==> src/rtl/mmio_lsu.sv <==
// Load/store initiator for the single-cycle MMIO responder bus.
// Accepts one byte/half/word request, checks alignment, performs one word-aligned
// bus access (held for 1 + WAIT_CYCLES cycles) and returns an extended load result.
module mmio_lsu #(
    parameter int unsigned WAIT_CYCLES = 0
) (
    input  logic        clk,
    input  logic        rst,
    input  logic        lsu_i_req_valid,
    output logic        lsu_o_req_ready,
    input  logic        lsu_i_req_we,
    input  logic [31:0] lsu_i_req_addr,
    input  logic [1:0]  lsu_i_req_size,
    input  logic        lsu_i_req_unsigned,
    input  logic [31:0] lsu_i_req_wdata,
    output logic        lsu_o_resp_valid,
    output logic [31:0] lsu_o_resp_rdata,
    output logic        lsu_o_resp_err,
    output logic        mmio_o_valid,
    output logic [31:0] mmio_o_addr,
    output logic [3:0]  mmio_o_wmask,
    output logic [31:0] mmio_o_wdata,
    input  logic [31:0] mmio_i_rdata
);

    localparam logic [2:0] WaitLast = 3'(WAIT_CYCLES);

    typedef enum logic [1:0] {
        StIdle,
        StAccess,
        StResp
    } state_t;

    state_t      state_q, state_d;
    logic [2:0]  wait_q, wait_d;
    logic        accept;
    logic        last_access;

    // Latched request and precomputed bus image
    logic        we_q;
    logic        uns_q;
    logic        err_q;
    logic [1:0]  size_q;
    logic [31:0] addr_q;
    logic [3:0]  mask_q;
    logic [31:0] wdata_q;
    logic [31:0] rdata_q;

    logic        legal;
    logic [3:0]  mask_new;
    logic [31:0] lane_data;
    logic [31:0] wdata_new;
    logic [31:0] shifted;
    logic [31:0] load_ext;

    // Decode legality, byte mask and lane-shifted store data of the incoming request
    always_comb begin
        legal     = 1'b0;
        mask_new  = 4'b0000;
        lane_data = 32'h0;
        unique case (lsu_i_req_size)
            2'b00: begin
                legal     = 1'b1;
                mask_new  = 4'b0001 << lsu_i_req_addr[1:0];
                lane_data = {24'h0, lsu_i_req_wdata[7:0]};
            end
            2'b01: begin
                legal     = ~lsu_i_req_addr[0];
                mask_new  = 4'b0011 << lsu_i_req_addr[1:0];
                lane_data = {16'h0, lsu_i_req_wdata[15:0]};
            end
            2'b10: begin
                legal     = (lsu_i_req_addr[1:0] == 2'b00);
                mask_new  = 4'b1111;
                lane_data = lsu_i_req_wdata;
            end
            default: begin
                legal     = 1'b0;
                mask_new  = 4'b0000;
                lane_data = 32'h0;
            end
        endcase
        wdata_new = lane_data << {lsu_i_req_addr[1:0], 3'b000};
        // Loads never present write enables or write data on the bus
        if (!lsu_i_req_we) begin
            mask_new  = 4'b0000;
            wdata_new = 32'h0;
        end
    end

    // Next-state logic and wait counter
    always_comb begin
        state_d     = state_q;
        wait_d      = wait_q;
        accept      = 1'b0;
        last_access = (wait_q == WaitLast);
        unique case (state_q)
            StIdle: begin
                if (lsu_i_req_valid) begin
                    accept  = 1'b1;
                    wait_d  = 3'd0;
                    state_d = legal ? StAccess : StResp;
                end
            end
            StAccess: begin
                if (last_access) begin
                    wait_d  = 3'd0;
                    state_d = StResp;
                end else begin
                    wait_d = wait_q + 3'd1;
                end
            end
            StResp: begin
                state_d = StIdle;
            end
            default: begin
                state_d = StIdle;
                wait_d  = 3'd0;
            end
        endcase
    end

    // State register and wait counter
    always_ff @(posedge clk or posedge rst) begin
        if (rst) begin
            state_q <= StIdle;
            wait_q  <= 3'd0;
        end else begin
            state_q <= state_d;
            wait_q  <= wait_d;
        end
    end

    // Latch request fields on accept, capture read data on the last access cycle
    always_ff @(posedge clk or posedge rst) begin
        if (rst) begin
            we_q    <= 1'b0;
            uns_q   <= 1'b0;
            err_q   <= 1'b0;
            size_q  <= 2'b00;
            addr_q  <= 32'h0;
            mask_q  <= 4'h0;
            wdata_q <= 32'h0;
            rdata_q <= 32'h0;
        end else if (accept) begin
            we_q    <= lsu_i_req_we;
            uns_q   <= lsu_i_req_unsigned;
            err_q   <= ~legal;
            size_q  <= lsu_i_req_size;
            addr_q  <= lsu_i_req_addr;
            mask_q  <= mask_new;
            wdata_q <= wdata_new;
            rdata_q <= 32'h0;
        end else if (state_q == StAccess && last_access) begin
            rdata_q <= mmio_i_rdata;
        end
    end

    // Extract and extend the load result from the captured word
    always_comb begin
        shifted  = rdata_q >> {addr_q[1:0], 3'b000};
        load_ext = shifted;
        unique case (size_q)
            2'b00:   load_ext = uns_q ? {24'h0, shifted[7:0]} : {{24{shifted[7]}}, shifted[7:0]};
            2'b01:   load_ext = uns_q ? {16'h0, shifted[15:0]}
                                      : {{16{shifted[15]}}, shifted[15:0]};
            default: load_ext = shifted;
        endcase
    end

    // Outputs gated by state so the bus is idle-zero outside ACCESS
    always_comb begin
        lsu_o_req_ready  = (state_q == StIdle);
        mmio_o_valid     = (state_q == StAccess);
        mmio_o_addr      = 32'h0;
        mmio_o_wmask     = 4'h0;
        mmio_o_wdata     = 32'h0;
        lsu_o_resp_valid = (state_q == StResp);
        lsu_o_resp_err   = 1'b0;
        lsu_o_resp_rdata = 32'h0;
        if (mmio_o_valid) begin
            mmio_o_addr  = {addr_q[31:2], 2'b00};
            mmio_o_wmask = mask_q;
            mmio_o_wdata = wdata_q;
        end
        if (lsu_o_resp_valid) begin
            lsu_o_resp_err = err_q;
            if (!err_q && !we_q) begin
                lsu_o_resp_rdata = load_ext;
            end
        end
    end

endmodule

==> config.mk <==
export PLATFORM = sky130hd
export DESIGN_NAME = mmio_lsu
export DESIGN_NICKNAME = d
export VERILOG_FILES = /design/src/rtl/mmio_lsu.sv
export SDC_FILE = /design/constraint.sdc
export NUM_CORES = 1
export LEC_CHECK = 0
export CELL_PAD_IN_SITES_DETAIL_PLACEMENT = 1
export CELL_PAD_IN_SITES_GLOBAL_PLACEMENT = 1
export CORE_UTILIZATION = 33
export CTS_CLUSTER_DIAMETER = 50
export DETAILED_ROUTE_END_ITERATION = 10
export PLACE_DENSITY_LB_ADDON = 0.1
export SETUP_SLACK_MARGIN = 0.02
export SYNTH_ARGS = -nofsm -noshare
export SYNTH_HDL_FRONTEND = slang
export SYNTH_SLANG_ARGS = --single-unit
==> constraint.sdc <==
create_clock -name clk -period 4.5 [get_ports clk]
set_input_delay 0.9 -clock clk [delete_from_list [all_inputs] [get_ports clk]]
set_output_delay 0.9 -clock clk [all_outputs]
set_load 0.01 [all_outputs]
==> qor.yml, run 1 <==
hold_path_class: "reg -> reg"
final_util_pct: 48.5
startpoint_type: "flip-flop"
r2r_cells: 5
yosys-top-cells-count: "nand2_1, dfrtp_1, and2_1"
power_density_nw_per_um2: 354
fp-row-count: 48
wl_per_cell_microns: 18.3
antenna_found_initial: 0
ys.flop_type: "dfrtp_1"
setup_viol: 0
ioPinCount: 207
cts_root_buffer: "clkbuf_16"
hold_depth: 2
max_slew_margin_pct: 32.0
yosys-top-cells-area: "dfrtp_1, nand2_1, and2_1"
synth_cell_types: 41
worst_clock_skew_ps: 10.6
fin_crit_sh_pct: 87.6
routed_wl_mm: 19.8
vias: 5646
yosysSeqAreaShare_pct: 46.0
leakage_uw: 0.00377
cts_resized: 0
grt_pass1_wl_mm: 31.1
crit_required_ps: 3600
route.detailed.drc: 0
hold_violations: 0
gp_congestion: 0.858
area_growth_pct: 41.8
die_w_microns: 137
clk_pin_slew_worst_paths_ps: 80
rsz0062_at_grt: "no"
numCtsBuffers: 9
dp_hpwl_mm: 14.3
first_pass_iters: 5
htreeDepth: 3
viasPerCell: 5.21
grt_pass1_vias: 5791
critical_path.max_fanout: 16
n_fill_cell: 2029
synthDominantCellAreaShare_pct: 46.0
ys_ff_latch: 110
yosysMostFrequentCell: "nand2_1"
netlist.top_cell.by_area: "dfrtp_1"
cap_violations: 0
globalRouteTotalUtil_pct: 21.6
cts_tree: "yes"
startpoint: "state_q[0]"
endpoint_kind: "output port"
fin_setup_tns_ps: 0
grt_max_degree: 70
final_layout_size_suffix_gt1_share_pct: 4.42
gr-total-overflow: 0
fin_crit_ps: 3940
ant_nets: 0
diodes: 0
maxClockFrequency_ghz: 0.254
hold_buffers: 0
postCtsSetupRepairBufs: 0
dieArea_sq_um: 18700
outcome: "finished clean"
synth-edff-count: 0
layout.nets: 959
start_util_pct: 34.2
synth_area_sq_um: 5980
clk_path_buf_depth: 2
min_from: "addr_q[31]"
arrival_ps: 3040
drt_iter0_markers: 255
reg2reg_from: "state_q[1]"
tightest_slew_ps: 1020
crit_type: "reg -> out"
port_buffers: 204
async_flop_share_pct: 100
drv_slew: 0
core-area_sq_um: 17500
vdd_drop_max_v: 0.000203
yosysWarnings: 0
clock_latency_ps: 350
synthCells: 686
die_h_microns: 137
avgSynthCellArea_sq_um: 8.71
cts_sinks: 110
-- state kept, by name, indices dropped and copies added (netlist names), 2 cells and up --
register and count:
addr_q 32, rdata_q 32, wdata_q 32, mask_q 4, wait_q 3, size_q 2
state_q 2
-- placed cells by master (no fill, tap or decap), types with 2 or more instances in the layout --
cell type	instances
clkdlybuf4s50_1	203
nand2_1	174
dfrtp_1	110
and2_1	69
a22o_1	35
mux2i_1	35
nor2_1	33
o21ai_0	23
a211oi_1	22
o21ai_1	19
a21oi_1	17
nor2b_1	12
inv_1	11
o31ai_1	11
buf_4	10
a21o_1	9
clkbuf_16	9
a32o_1	8
a31oi_1	8
nand2b_1	5
or2_2	2
nor2_2	2
nand3_1	2
nor3_1	2
ha_1	2
conb_1	2
bufinv_16	2
clkinv_4	2
-- per-stage QoR --
stage	power (uW)	area [sq um]	cells	hold slack, ps	worst slack [ps]
detailed placement	2140	8140	1068	454	970
global placement	2110	8140	1068	449	1160
floorplan	1780	5980	687	430	698
global route	3180	8480	1084	486	425
CTS	3040	8480	1084	474	579
finish	3000	8480	1084	470	558
-- metal layers --
metal / vias up / share of wire (%) / track usage (%)
met5: - / 0 / 0
met4: 0 / 1.1 / 5.80
met3: 18 / 5.3 / 3.56
met2: 155 / 47 / 35.5
met1: 2818 / 46 / 29.3
li1: 2655 / - / -
-- final timing paths --
path / end / slack [ps]
max: lsu_o_resp_rdata[19] / 560
min: addr_q[31] / 470
max reg2reg: wdata_q[12] / 2230
min reg2reg: addr_q[31] / 470
max in group asynchronous: rdata_q[17] / 2540
min in group asynchronous: addr_q[4] / 1030
-- worst max-delay path, stage by stage, from the launching register on --
cell and delay, ps:
dfrtp_1 510, or4b_4 710, nor3_1 170, o211ai_1 440, o21ai_1 280, clkdlybuf4s50_1 580
-- cell families (layout without fill, tap and decap cells) --
family          after synthesis  in the layout  share of synthesized area (%)
compound gates              158            158                           18.3
fa+ha+maj                     2              2                          0.419
buf+inv                      70            242                           4.90
flops                       110            110                           46.0
mux                          37             37                           6.43
other cells                   1              2                         0.0627
simple gates                308            308                           23.8
-- cell type report --
cell class / instances / area (sq um) / area share (%)
clock buffers: 10 / 239 / 2.82
clock inverters: 6 / 93.8 / 1.11
inverters: 12 / 47.5 / 0.561
multi-input cells: 507 / 2950 / 34.8
flip-flops and latches: 110 / 2750 / 32.5
well taps: 225 / 282 / 3.32
repair buffers: 214 / 2110 / 24.9
-- report_power, final --
group	internal, uW	leakage (uW)	total [uW]	switching (uW)
sequential	1170	0.00144	1290	127
combinational	376	0.00217	818	441
clock	508	0.000159	890	382
Note: power is estimated with default switching activity, not from simulation.
==> inputs of run 2 (changes only) <==
--- a/config.mk
+++ b/config.mk
@@ -10,8 +10,10 @@
 export CORE_UTILIZATION = 33
 export CTS_CLUSTER_DIAMETER = 50
 export DETAILED_ROUTE_END_ITERATION = 10
+export HOLD_SLACK_MARGIN = 0.05
 export PLACE_DENSITY_LB_ADDON = 0.1
 export SETUP_SLACK_MARGIN = 0.02
+export SKIP_CTS_REPAIR_TIMING = 1
 export SYNTH_ARGS = -nofsm -noshare
 export SYNTH_HDL_FRONTEND = slang
 export SYNTH_SLANG_ARGS = --single-unit
==> results of run 2 <==
Final layout, timing and power as in run 1 (identical DEF).
